**src/rtl/temp_avg_pkg.sv**
```systemverilog
// Shared types and helpers for the multi-channel temperature averager.
package temp_avg_pkg;

  typedef enum logic [1:0] {
    IDLE  = 2'd0,
    RUN   = 2'd1,
    PAUSE = 2'd2
  } state_e;

  localparam int unsigned DATA_W_DEF   = 8;
  localparam int unsigned WIN_LOG2_DEF = 6;
  localparam int unsigned ACC_W_DEF    = DATA_W_DEF + WIN_LOG2_DEF;

  // Accumulator width: WIN samples of DATA_W bits each can never overflow it.
  function automatic int unsigned acc_width(input int unsigned data_w, input int unsigned win_log2);
    return data_w + win_log2;
  endfunction

  function automatic int unsigned ch_lsb(input int unsigned ch, input int unsigned data_w);
    return ch * data_w;
  endfunction

endpackage

```
**src/rtl/temp_avg_chan.sv**
```systemverilog
// One channel: window accumulator, averaging shift, optional min/max trackers.
// Min/max tracking is built only when TEMP_AVG_MINMAX_EN is defined.
module temp_avg_chan
  import temp_avg_pkg::*;
#(
  parameter int unsigned DATA_W   = 8,
  parameter int unsigned WIN_LOG2 = 6
) (
  input  logic              clk,
  input  logic              rst,
  input  logic              clr_i,
  input  logic              tick_i,
  input  logic              first_i,
  input  logic              close_i,
  input  logic [DATA_W-1:0] sample_i,
  output logic [DATA_W-1:0] avg_o,
  output logic [DATA_W-1:0] min_o,
  output logic [DATA_W-1:0] max_o
);

  localparam int unsigned ACC_W = acc_width(DATA_W, WIN_LOG2);

  logic [ACC_W-1:0]  acc_q, acc_d, sum_s;
  logic [DATA_W-1:0] avg_q, avg_d;

  // The closing sample is folded in before the shift.
  assign sum_s = acc_q + ACC_W'(sample_i);

  // Accumulator and average next-state
  always_comb begin
    acc_d = acc_q;
    avg_d = avg_q;
    if (clr_i) begin
      acc_d = '0;
    end else if (tick_i && close_i) begin
      acc_d = '0;
      avg_d = sum_s[ACC_W-1:WIN_LOG2];
    end else if (tick_i) begin
      acc_d = sum_s;
    end else begin
      acc_d = acc_q;
    end
  end

  // Accumulator and average registers
  always_ff @(posedge clk or negedge rst) begin
    if (!rst) begin
      acc_q <= '0;
      avg_q <= '0;
    end else begin
      acc_q <= acc_d;
      avg_q <= avg_d;
    end
  end

  assign avg_o = avg_q;

`ifdef TEMP_AVG_MINMAX_EN
  logic [DATA_W-1:0] min_q, min_d, max_q, max_d;
  logic [DATA_W-1:0] min_out_q, min_out_d, max_out_q, max_out_d;
  logic [DATA_W-1:0] run_min_s, run_max_s;

  // First sample of a window seeds both trackers.
  assign run_min_s = (first_i || (sample_i < min_q)) ? sample_i : min_q;
  assign run_max_s = (first_i || (sample_i > max_q)) ? sample_i : max_q;

  // Tracker and latched min/max next-state
  always_comb begin
    min_d     = min_q;
    max_d     = max_q;
    min_out_d = min_out_q;
    max_out_d = max_out_q;
    if (clr_i) begin
      min_d = '0;
      max_d = '0;
    end else if (tick_i && close_i) begin
      min_d     = '0;
      max_d     = '0;
      min_out_d = run_min_s;
      max_out_d = run_max_s;
    end else if (tick_i) begin
      min_d = run_min_s;
      max_d = run_max_s;
    end else begin
      min_d = min_q;
      max_d = max_q;
    end
  end

  // Tracker and latched min/max registers
  always_ff @(posedge clk or negedge rst) begin
    if (!rst) begin
      min_q     <= '0;
      max_q     <= '0;
      min_out_q <= '0;
      max_out_q <= '0;
    end else begin
      min_q     <= min_d;
      max_q     <= max_d;
      min_out_q <= min_out_d;
      max_out_q <= max_out_d;
    end
  end

  assign min_o = min_out_q;
  assign max_o = max_out_q;
`else
  logic unused_first_s;
  assign unused_first_s = first_i;
  assign min_o = '0;
  assign max_o = '0;
`endif

endmodule

```
**src/rtl/temp_avg_multi.sv**
```systemverilog
// Multi-channel windowed temperature averager: FSM, prescaler, sample counter.
// Optional per-channel min/max tracking under TEMP_AVG_MINMAX_EN.
module temp_avg_multi
  import temp_avg_pkg::*;
#(
  parameter int unsigned DATA_W   = 8,
  parameter int unsigned N_CH     = 4,
  parameter int unsigned TICK_DIV = 50000000,
  parameter int unsigned WIN_LOG2 = 6
) (
  input  logic                   clk,
  input  logic                   rst,
  input  logic                   en,
  input  logic                   clr,
  input  logic [N_CH*DATA_W-1:0] sample_in,
  output logic [N_CH*DATA_W-1:0] avg_out,
  output logic                   avg_valid,
  output logic                   tick_p,
  output logic                   win_p,
  output logic [N_CH*DATA_W-1:0] min_out,
  output logic [N_CH*DATA_W-1:0] max_out
);

  localparam int unsigned PW = (TICK_DIV > 1) ? $clog2(TICK_DIV) : 1;
  localparam logic [PW-1:0] PRESC_LAST = PW'(TICK_DIV - 1);

  state_e              state_q;
  logic [PW-1:0]       presc_q;
  logic [WIN_LOG2-1:0] cnt_q;
  logic                tick_p_q, win_p_q, avg_valid_q;
  logic                close_s, first_s;

  assign close_s = tick_p_q && (cnt_q == {WIN_LOG2{1'b1}});
  assign first_s = (cnt_q == {WIN_LOG2{1'b0}});

  // Control FSM with prescaler, sample counter and pulse outputs
  always_ff @(posedge clk or negedge rst) begin
    if (!rst) begin
      state_q     <= IDLE;
      presc_q     <= '0;
      cnt_q       <= '0;
      tick_p_q    <= 1'b0;
      win_p_q     <= 1'b0;
      avg_valid_q <= 1'b0;
    end else if (clr) begin
      state_q     <= IDLE;
      presc_q     <= '0;
      cnt_q       <= '0;
      tick_p_q    <= 1'b0;
      win_p_q     <= 1'b0;
      avg_valid_q <= 1'b0;
    end else begin
      win_p_q     <= close_s;
      avg_valid_q <= close_s;
      tick_p_q    <= 1'b0;
      // A pending tick is consumed even on the edge that enters PAUSE.
      if (tick_p_q) begin
        cnt_q <= close_s ? {WIN_LOG2{1'b0}} : cnt_q + WIN_LOG2'(1);
      end else begin
        cnt_q <= cnt_q;
      end
      case (state_q)
        IDLE: begin
          presc_q <= '0;
          if (en) state_q <= RUN;
          else    state_q <= IDLE;
        end
        RUN: begin
          if (!en) begin
            state_q <= PAUSE;
          end else if (presc_q == PRESC_LAST) begin
            presc_q  <= '0;
            tick_p_q <= 1'b1;
          end else begin
            presc_q <= presc_q + PW'(1);
          end
        end
        PAUSE: begin
          if (en) state_q <= RUN;
          else    state_q <= PAUSE;
        end
        default: begin
          state_q <= IDLE;
          presc_q <= '0;
        end
      endcase
    end
  end

  assign tick_p    = tick_p_q;
  assign win_p     = win_p_q;
  assign avg_valid = avg_valid_q;

  for (genvar k = 0; k < N_CH; k++) begin : g_ch
    temp_avg_chan #(
      .DATA_W  (DATA_W),
      .WIN_LOG2(WIN_LOG2)
    ) u_chan (
      .clk     (clk),
      .rst     (rst),
      .clr_i   (clr),
      .tick_i  (tick_p_q),
      .first_i (first_s),
      .close_i (close_s),
      .sample_i(sample_in[ch_lsb(k, DATA_W) +: DATA_W]),
      .avg_o   (avg_out[ch_lsb(k, DATA_W) +: DATA_W]),
      .min_o   (min_out[ch_lsb(k, DATA_W) +: DATA_W]),
      .max_o   (max_out[ch_lsb(k, DATA_W) +: DATA_W])
    );
  end

endmodule

```
**config.mk**
```make
export PLATFORM = sky130hd
export DESIGN_NAME = temp_avg_multi
export DESIGN_NICKNAME = d
export VERILOG_FILES = /design/src/rtl/temp_avg_pkg.sv /design/src/rtl/temp_avg_chan.sv /design/src/rtl/temp_avg_multi.sv
export SDC_FILE = /design/constraint.sdc
export NUM_CORES = 1
export LEC_CHECK = 0
export CORE_MARGIN = 2
export CORE_UTILIZATION = 45
export CTS_CLUSTER_DIAMETER = 150
export DETAILED_ROUTE_END_ITERATION = 10
export GPL_TIMING_DRIVEN = 0
export PLACE_DENSITY = 0.71
export REMOVE_ABC_BUFFERS = 1
export SYNTH_ARGS = -nofsm -noshare
export SYNTH_HDL_FRONTEND = slang
export SYNTH_HIERARCHICAL = 1
export SYNTH_SLANG_ARGS = --single-unit
```
**constraint.sdc**
```tcl
create_clock -name clk -period 2.4 [get_ports clk]
set_input_delay 0.24 -clock clk [delete_from_list [all_inputs] [get_ports clk]]
set_output_delay 0.24 -clock clk [all_outputs]
set_load 0.01 [all_outputs]
```
### Word-level counts from Yosys, hierarchy flattened

Cells that the tools add are included.

* flip-flop bits (word level): 124
* input port bits: 36
* output and inout port bits: 99
* logic and storage cells: 63

* add/subtract/negate cells: 6
* equal/unequal tests: 7
* muxes and demuxes: 29
* bitwise gates (word level): 1
* reduce and logical (&&, ||, !) cells: 7

Operators with widths (number)
* $mux 14: 12
* $mux 26: 3
* $add 14x8->14: 4
* $pmux 26 s2: 1
* $add 26x1->26 const B: 1
* $eq 26x26->1 const B: 1
* $mux 6: 3
* $add 6x1->6 const B: 1
* $eq 6x6->1 const B: 1
* $mux 1: 6
* $mux 2: 3
* $ne 3x3->1 const B: 2
* $pmux 2 s3: 1
* $reduce_and 2->1: 2
* $reduce_bool 3->1: 1
* $eq 2x1->1 const B: 1
* $eq 2x2->1 const B: 1
* $logic_and 1x1->1: 2
* $logic_not 2->1: 1
* $ne 2x2->1 const B: 1
* $reduce_bool 2->1: 1
* $not 1->1: 1

### Logic depth before layout (Yosys ltp)

Gate-level depths: netlist of run 1.

* word-level depth: 5
* mapped depth: 8
* gate-level depth less buffers: 7

### Cells and area by module

The synthesis of run 1 kept the hierarchy.

By module, submodules not included
* temp_avg_chan: times used 4, cells an instance 158, area an instance 1465.2 um2
* temp_avg_multi: times used 1, cells an instance 225, area an instance 2062.0 um2

### Worst setup path before layout of run 1

No wires, ideal clock.

* path type: reg2reg
* from: reg tick_p_q, in the netlist tick_p
* to: reg g_ch[0].u_chan.acc_q[8]
* setup time: 0.121 ns
* arrival: 2.438 ns
* data required time: 2.279 ns
* path slack: -0.159 ns
* stages on the path, launching flop included: 8
* path buffers: 2
* path through: dfrtp_1 -> clkbuf_1 -> nand4_1 -> nor2_1 -> or3b_1 -> clkbuf_1 -> o21ai_0 -> a22o_1

* cells in the longest elaborated chain, start to end: 4

Ends and longest elaborated chain
* start: declaration: RTL line temp_avg_multi.sv:30 `logic tick_p_q, win_p_q, avg_valid_q;`
* start signal: assignment: RTL line temp_avg_multi.sv:42 `tick_p_q <= 1'b0;`
* start signal: assignment: RTL line temp_avg_multi.sv:49 `tick_p_q <= 1'b0;`
* start signal: assignment: RTL line temp_avg_multi.sv:55 `tick_p_q <= 1'b0;`
* $logic_and 1x1->1 *: RTL line temp_avg_multi.sv:33 `assign close_s = tick_p_q && (cnt_q == {WIN_LOG2{1'b1}});`
* named net close_s: RTL line temp_avg_multi.sv:31 `logic close_s, first_s;`
* $logic_and 1x1->1 *: RTL line temp_avg_chan.sv:35 `end else if (tick_i && close_i) begin`
* $mux 14: RTL line temp_avg_chan.sv:35
* $mux 14: RTL line temp_avg_chan.sv:33 `if (clr_i) begin`
* end signal: assignment: RTL line temp_avg_chan.sv:48 `acc_q <= '0;`
* end signal: assignment: RTL line temp_avg_chan.sv:51 `acc_q <= acc_d;`
* end: declaration: RTL line temp_avg_chan.sv:23 `logic [ACC_W-1:0] acc_q, acc_d, sum_s;`

Mark *: on every way through the listed nets, which the timed path passes. The rest lies on a longest branch.
A chain may end at the register's enable or synchronous reset.

### Worst setup path in the final report of run 1

* from: reg g_ch[3].u_chan.acc_q[0]
* to: reg g_ch[3].u_chan.acc_q[8]

* cells in the longest elaborated chain, start to end: 4

Ends and longest elaborated chain
* start: declaration: RTL line temp_avg_chan.sv:23
* start signal: assignment: RTL line temp_avg_chan.sv:48
* start signal: assignment: RTL line temp_avg_chan.sv:51
* $add 14x8->14: RTL line temp_avg_chan.sv:27 `assign sum_s = acc_q + ACC_W'(sample_i);`
* $mux 14: RTL line temp_avg_chan.sv:38 `end else if (tick_i) begin`
* $mux 14: RTL line temp_avg_chan.sv:35
* $mux 14: RTL line temp_avg_chan.sv:33

No other way between the ends. The select of a mux whose other input is x is not followed.

==> metrics, run 1 <==
Post-route DRC 0; fin crit period around 2.3 ns; Final ANT Viol Nets 0; Worst slew margin between 20% and 30%; Clock Power Share approximately half; synth warn 6; Worst Path Max Fanout 4; fin cells between 1000 and 1500; Fin Clk Skew ~0.0093 ns; setup violators final 0; Placeable Area between 0.015 and 0.02 mm2; Combinational Power Share under 10%; Worst-Skew Late Latency 0.42 ns; cell row count 48; Pleak 4.08 nW; outcome complete, no violations; Placer Congestion about 0.88; Mapped Area slightly below 0.008 mm2; gr usage total around 18%; port bufs 70; dpl cell area approximately 0.0085 mm2; final total power 0.00498 W; clock sink count 124; clk buf depth 2; Initial Util 45.9%; fmax roughly 0.44 GHz; vias per inst roughly 5.4; via count 6352; RSZ-0062 raised after global routing false; Area Growth Syn to Fin 17.9%; worst hold path type input port to asynchronous set/reset pin; VDD IR max 0.457 mV; first-pass GRT wire length between 20000 and 30000 um; startpoint types register; io pins 135; FILL cells roughly 1600; Max Cap Viol 0; DRT Pass-1 Iters 5; register area approximately 0.0031 mm2; DR iter-0 viols 402; drt wl/cell between 10 and 15 um; data arrival time of the worst path around 2.6 ns; Syn Inst Count between 800 and 900; nets between 1000 and 1500; WS Path Type register to register; power density cells ~530 mW/mm2; Tcrit/Tclk final between 90% and 100%; Switch Pwr around 0.0011 W; sequential power share a little over two fifths; multi-input logic area 0.00440 mm2; die area 0.0187 mm2; initial antenna violation count 0; final wirelength approximately 16000 um; worst-margin pin slew between 1 and 1.5 ns; Avg Cell Area, Syn between 9 and 10 um2; Final HPWL DP around 11000 um; pin count of the biggest net entering global routing 88; Root Buffer clkbuf_16; Post-Route Utilization a little over half; placed cells around 1100; layout cell share with drive strength beyond 1 slightly below 9%; CTS tree yes; count of pins over their slew limit 0; CP required 2.75 ns; Worst R2R Start g_ch[3].u_chan/acc_q[0]; H-tree Lvls 4; Chip Height 137 um; Switching Fraction a little under a quarter; Final Hold Vio Count 0; TritonCTS buffer count 17; die width around 140 um; number of global-route vias before repair between 5000 and 6000; CP Capture Type register; r2r setup slk 0.14 ns; Critical path origin g_ch[3].u_chan/acc_q[0]; Remaining Overflow, GRT 0; internal power between 0.003 and 0.004 W; final instance area around 0.0093 mm2; Clock transition at path regs approximately 0.060 ns
timing repair:
item	4_1_cts	5_1_grt
endpoints found under the setup margin	113	31
hold buffers	1	0
gates cloned	0	0
buffers inserted	16	1
gates resized for setup	5	6
pin swaps	1	1
hold endpoints to repair	37	0
sequential cells by signal (all words and copies together), names as in the netlist:
register / count
cnt_q: 6
avg_valid: 1
tick_p: 1
presc_q: 26
g_ch.u_chan/avg_o: 32
g_ch.u_chan/acc_q: 56
state_q: 2
worst max-delay path: stages, from the launching register on:
cell and delay, ns:
dfrtp_1 0.37, ha_1 0.22, fa_1 0.44, a211oi_1 0.43, o211ai_1 0.22, and2_4 0.20, o21ai_0 0.16, a22o_1 0.17
power by group through the flow:
stage | Sequential [W] | Clock, W | Combinational (W)
finish | 0.00210 | 0.00257 | 0.000308
global route | 0.00210 | 0.00272 | 0.000347
CTS | 0.00210 | 0.00263 | 0.000309
detailed placement | 0.00213 | 0 | 0.000306
global placement | 0.00213 | 0 | 0.000297
floorplan | 0.00213 | 0 | 0.000157
stage by stage:
step | worst slack (ns) | hold WS, ns | setup TNS, ns
after floorplan | -0.141 | -0.0556 | -1.12
after global placement | -3.94 | 0.460 | -571.76
after detailed placement | -1.22 | 0.172 | -90.76
after CTS | 0.0706 | 0.299 | 0
after global routing | 0.00375 | 0.331 | 0
final | 0.139 | 0.305 | 0
routing by layer:
metal	wire (um)	up-vias	global-route usage [%]
li1	-	3160	-
met3	665	13	3.74
met5	0	-	0
met1	7930	3046	24.6
met2	7720	133	29.7
met4	156	0	5.50
worst paths after layout:
path	end	cells after the start
hold / removal	g_ch[1].u_chan/acc_q[7]	2
setup / recovery	g_ch[3].u_chan/acc_q[8]	7
hold reg to reg	g_ch[3].u_chan/avg_o[0]	2
max in group asynchronous	tick_p	3
setup reg to reg	g_ch[3].u_chan/acc_q[8]	7
min in group clk	g_ch[3].u_chan/avg_o[0]	2
area by class of cell:
| cell class | count | area share [%] |
|---|---|---|
| flip-flops and latches | 124 | 33.3 |
| repair buffers | 89 | 9.69 |
| multi-input cells | 690 | 47.2 |
| clock inverters | 12 | 1.57 |
| diodes | 1 | 0.0268 |
| well taps | 225 | 3.02 |
| clock buffers | 20 | 4.79 |
| inverters | 9 | 0.362 |
cell usage in the layout (no fill, tap or decap), drive strengths merged, types with 5 or more instances in the layout:
cell type	count
a21o	8
o41ai	5
a211oi	11
a31oi	32
inv	9
ha	35
nand2b	15
nor2	40
dfrtp	124
a41oi	8
o21a	12
clkdlybuf4s50	68
buf	19
nand3b	6
nor3b	5
and2	10
xnor2	17
nor3	12
o21ai	79
a21bo	9
clkbuf	20
nand3	25
a22o	12
xor2	22
o31ai	6
nand2	112
a21oi	39
and3	15
nand4	9
clkinv	6
o31a	8
conb	64
o211ai	12
Power figures use the tool's default switching activity.
==> run 2: changes to the inputs <==
Settings changed: CORE_ASPECT_RATIO set to 1.1, HOLD_SLACK_MARGIN set to 0.03, MAX_ROUTING_LAYER set to met4.
==> run 2 against run 1 <==
Against the previous run: sequential share of layout area is essentially flat; combinational power about the same; sequential power is essentially flat; critical path type unchanged; worst hold slack lost 0.040 ns; die area about the same; sequential cell count is the same.
==> metrics, run 2 (same netlist as run 1, synthesis figures left out) <==
Area Growth Syn to Fin 17.8%; final instance area between 0.009 and 0.01 mm2; startpoint types register; nets 1000; vias per inst 5.38; RSZ-0062 raised after global routing false; final wirelength ~16000 um; Final Hold Vio Count 0; Fin Clk Skew just over 0.006 ns; final total power approximately 0.0053 W; Worst path slowest cell nor4_2; Final HPWL DP about 11000 um; layout cell share with drive strength beyond 1 7.90%; initial antenna violation count 0; power density cells ~560 mW/mm2; Max Cap Viol 0; via count about 6300; WS Path Type register to register; fin crit period 2.24 ns; die width 130 um; Final ANT Viol Nets 0; most frequent cells in the layout dfrtp_1, nand2_1, o21ai_0, clkdlybuf4s50_1, conb_1; outcome complete, no violations; number of global-route vias before repair 5785; clock sink count between 100 and 150; CP required between 2 and 3 ns; setup violators final 0; worst-margin pin slew between 1 and 1.5 ns; die area between 0.015 and 0.02 mm2; Placer Congestion around 0.82; max FFs per register between 50 and 60; Worst slew margin between 10% and 20%; TritonCTS buffer count 17; hold slack ~0.26 ns; Root Buffer clkbuf_16; cell row count 50; worst hold path type input port to asynchronous set/reset pin; H-tree Lvls 4; fin cells about 1200; drt wl/cell roughly 14 um; Remaining Overflow, GRT 0; gr usage total 18.4%; first-pass GRT wire length ~27000 um; VDD IR max ~0.55 mV; DRT Pass-1 Iters 5; Post-route DRC 0; DR iter-0 viols between 300 and 400; CTS tree yes; Clock transition at path regs 0.05 ns; count of pins over their slew limit 0; Pleak just over 4 nW; Worst Setup Slack, final around 0.16 ns; data arrival time of the worst path between 2 and 2.5 ns; Placeable Area 0.0171 mm2; pin count of the biggest net entering global routing around 100; placed cells between 1000 and 1500; dpl cell area roughly 0.0085 mm2; most flop-heavy register g_ch.u_chan/acc_q; fmax ~0.45 GHz; io pins 135; CP Capture Type register; port bufs 70; Critical Path Max Stage Delay 0.54 ns; r2r setup slk between 0.15 and 0.2 ns; worst path cell trace or3_1 -> nor4_2 -> a21oi_4 -> a41oi_1 -> a31oi_1; worst slack, placed -1.17 ns; Worst Path Max Fanout 23; most common cell after layout, fill and taps aside dfrtp_1; Initial Util 46.1%; clk buf depth 2; Tcrit/Tclk final ~93%; Chip Height around 140 um; Worst-Skew Late Latency between 0.4 and 0.5 ns; Ant. Diodes 0
## run 2: layer usage
| metal | wire, um | global-route usage (%) |
|---|---|---|
| met5 | 0 | - |
| met2 | 7830 | 29.4 |
| met3 | 660 | 3.97 |
| met1 | 7670 | 24.1 |
| met4 | 123 | 4.31 |
## run 2: path summary, 6_finish.rpt
kind,start,endpoint,cells after the start
min reg2reg,g_ch[0].u_chan/avg_o[0],g_ch[0].u_chan/avg_o[0],2
min in group clk,g_ch[0].u_chan/avg_o[0],g_ch[0].u_chan/avg_o[0],2
max in group asynchronous,rst,tick_p,3
max reg2reg,presc_q[8],presc_q[18],5
max,presc_q[8],presc_q[18],5
min,rst,g_ch[1].u_chan/avg_o[2],2
## run 2: layout make-up
type / count / area [um2]
Clock buffer: 25 / 505
Inverter: 9 / 33.8
Clock inverter: 6 / 155
Multi-Input combinational cell: 690 / 4390
Tap cell: 234 / 293
Sequential cell: 124 / 3110
Timing Repair Buffer: 83 / 833
Fill cell: 1623 / 7820
## run 2: timing repair
| item | CTS | global route |
|---|---|---|
| buffers inserted | 10 | 1 |
| pin swaps | 1 | 1 |
| gates cloned | 0 | 0 |
| resized for setup | 5 | 4 |
| hold buffers | 1 | 0 |
| setup endpoints to repair | 113 | 29 |
| endpoints found under the hold margin | 26 | 0 |
## run 2: through the flow
step | utilization (%) | TNS, ns
floorplan | - | -1.12
global placement | 49.5 | -570.98
detailed placement | 49.7 | -88.99
CTS | 54.2 | 0
global route | 54.4 | 0
finish | 54.4 | 0
## run 2: power by group
part           leakage, nW  internal (W)  total, W  switching, W
clock network        0.324       0.00198   0.00285      0.000874
logic                 2.03      0.000109  0.000306      0.000197
registers             1.73       0.00210   0.00210    0.00000280
## run 2: worst max-delay path, delay by kind of cell (launching register included)
family / cells / cell delay [ns]
AOI/OAI and AO/OA: 3 / 0.70
DFF: 1 / 0.42
and+or+nand+nor: 2 / 0.95
==> run 3: changes to the inputs <==
Settings changed: CORE_ASPECT_RATIO 1.1 to unset, CORE_UTILIZATION 45 to 47, PLACE_DENSITY 0.71 to 0.74, TNS_END_PERCENT set to 30.
==> run 3 against run 2 <==
Against the previous run: cell area shrank 0.83%; via count grew 0.79%; sequential power about the same; count of clock-buffer cells in the layout unchanged; cell count shrank 1.4%; critical path depth is 2 higher; largest cell class unchanged; critical endpoint is now presc_q[17]; clock power is 11% lower; first-iteration DRC count is 7.0% higher; global-route usage rose by 1.1 points; routed wire length is 1.1% higher; setup slack better by 0.0033 ns.
==> metrics, run 3 (same netlist as run 1, synthesis figures left out) <==
final wirelength around 16000 um; worst-margin pin slew roughly 1.3 ns; most common cell after layout, fill and taps aside dfrtp_1; Root Buffer clkbuf_16; final total power roughly 0.005 W; pin count of the biggest net entering global routing 71; DR iter-0 viols between 400 and 500; Ant. Diodes 0; cell row count 47; drt wl/cell ~14 um; dpl cell area 0.00850 mm2; placed cells between 1000 and 1500; number of global-route vias before repair ~6000; fin cells between 1000 and 1500; gr usage total a little under 20%; Clock transition at path regs 0.05 ns; clock sink count approximately 120; most frequent cells in the layout dfrtp_1, nand2_1, o21ai_0, clkdlybuf4s50_1, conb_1; Worst slew margin between 10% and 20%; VDD IR max 0.499 mV; die area approximately 0.018 mm2; TritonCTS buffer count 17; first-pass GRT wire length roughly 28000 um; Final HPWL DP roughly 11000 um; Placeable Area roughly 0.017 mm2; power density cells about 540 mW/mm2; Chip Height 134 um; CTS tree yes; fmax around 0.45 GHz; Placer Congestion between 0.8 and 0.9; WS Path Type register to register; worst hold path type input port to asynchronous set/reset pin; via count ~6300; die width between 100 and 150 um; data arrival time of the worst path approximately 2.6 ns; Fin Clk Skew 0.0107 ns; DRT Pass-1 Iters 5; setup violators final 0; CP Capture Type register; Max Cap Viol 0; register area roughly 0.0031 mm2; RSZ-0062 raised after global routing false; outcome complete, no violations; startpoint types register; layout cell share with drive strength beyond 1 ~8.3%; Pleak between 4 and 5 nW; Final ANT Viol Nets 0; vias per inst 5.49; io pins 135; H-tree Lvls 4; CP required about 2.7 ns; fin crit period ~2.2 ns; Initial Util a little under half; initial antenna violation count 0; r2r setup slk 0.16 ns; nets between 900 and 1000; Area Growth Syn to Fin 16.8%; multi-input logic area around 0.0044 mm2; Tcrit/Tclk final between 90% and 100%; Post-route DRC 0; Final Hold Vio Count 0; clk buf depth 2; port bufs 70; Worst Path Max Fanout 23; Post-Route Utilization a little under three fifths; Worst-Skew Late Latency approximately 0.42 ns; max FFs per register 56; final instance area ~0.0092 mm2; count of pins over their slew limit 0; Remaining Overflow, GRT 0; FILL cells between 1000 and 1500; hold slack ~0.34 ns; most flop-heavy register g_ch.u_chan/acc_q
[run 3: layer usage]
metal / vias to the layer above / wire, um / part of all wire, % / global-route usage [%]
li1: 3137 / - / - / -
met1: 3032 / 7590 / 46 / 24.7
met2: 155 / 7910 / 48 / 31.2
met3: 22 / 746 / 4.5 / 4.45
met4: 0 / 225 / 1.4 / 6.44
met5: - / 0 / 0 / -
[run 3: per-stage QoR]
stage                     setup TNS [ns]  setup slack [ns]
after global placement           -565.49             -3.93
after CTS                       -0.00325          -0.00325
after global routing                   0           0.00194
after detailed placement          -81.69             -1.10
after floorplan                    -1.12            -0.141
final                                  0             0.160
[run 3: final cells by class]
| cell class | count | area share (%) |
|---|---|---|
| Multi-Input combinational cell | 690 | 47.7 |
| Sequential cell | 124 | 33.6 |
| Clock buffer | 25 | 5.47 |
| Tap cell | 220 | 2.98 |
| Clock inverter | 7 | 0.921 |
| Timing Repair Buffer | 80 | 8.91 |
| Inverter | 9 | 0.366 |
[run 3: power by group]
part	internal (W)	leakage (nW)	switching, W
clock	0.00166	0.297	0.000886
sequential	0.00210	1.73	0.00000287
combinational	0.000109	2.03	0.000200
total	0.00386	4.05	0.00109
[run 3: path summary, 6_finish.rpt]
path	start	end	depth (start not counted)
min in group clk	g_ch[3].u_chan/avg_o[3]	g_ch[3].u_chan/avg_o[3]	2
setup reg to reg	presc_q[0]	presc_q[17]	7
max in group asynchronous	rst	tick_p	3
hold / removal	rst	g_ch[1].u_chan/acc_q[5]	2
hold reg to reg	g_ch[3].u_chan/avg_o[3]	g_ch[3].u_chan/avg_o[3]	2
setup / recovery	presc_q[0]	presc_q[17]	7
[run 3: what timing repair did]
action                     4_1_cts  5_1_grt
setup endpoints to repair      113       34
hold buffers                     1        0
hold endpoints to repair        54        0
setup buffers                    7        1
gates resized for setup          8        7
pin swaps                        1        3
[run 3: worst max-delay path, cell delays in order, from the launching register on]
cell	delay, ns
dfrtp_1	0.44
ha_1	0.27
nand3_1	0.28
nor4_4	0.05
buf_4	0.18
a21oi_4	0.52
a41oi_1	0.22
a31oi_1	0.19
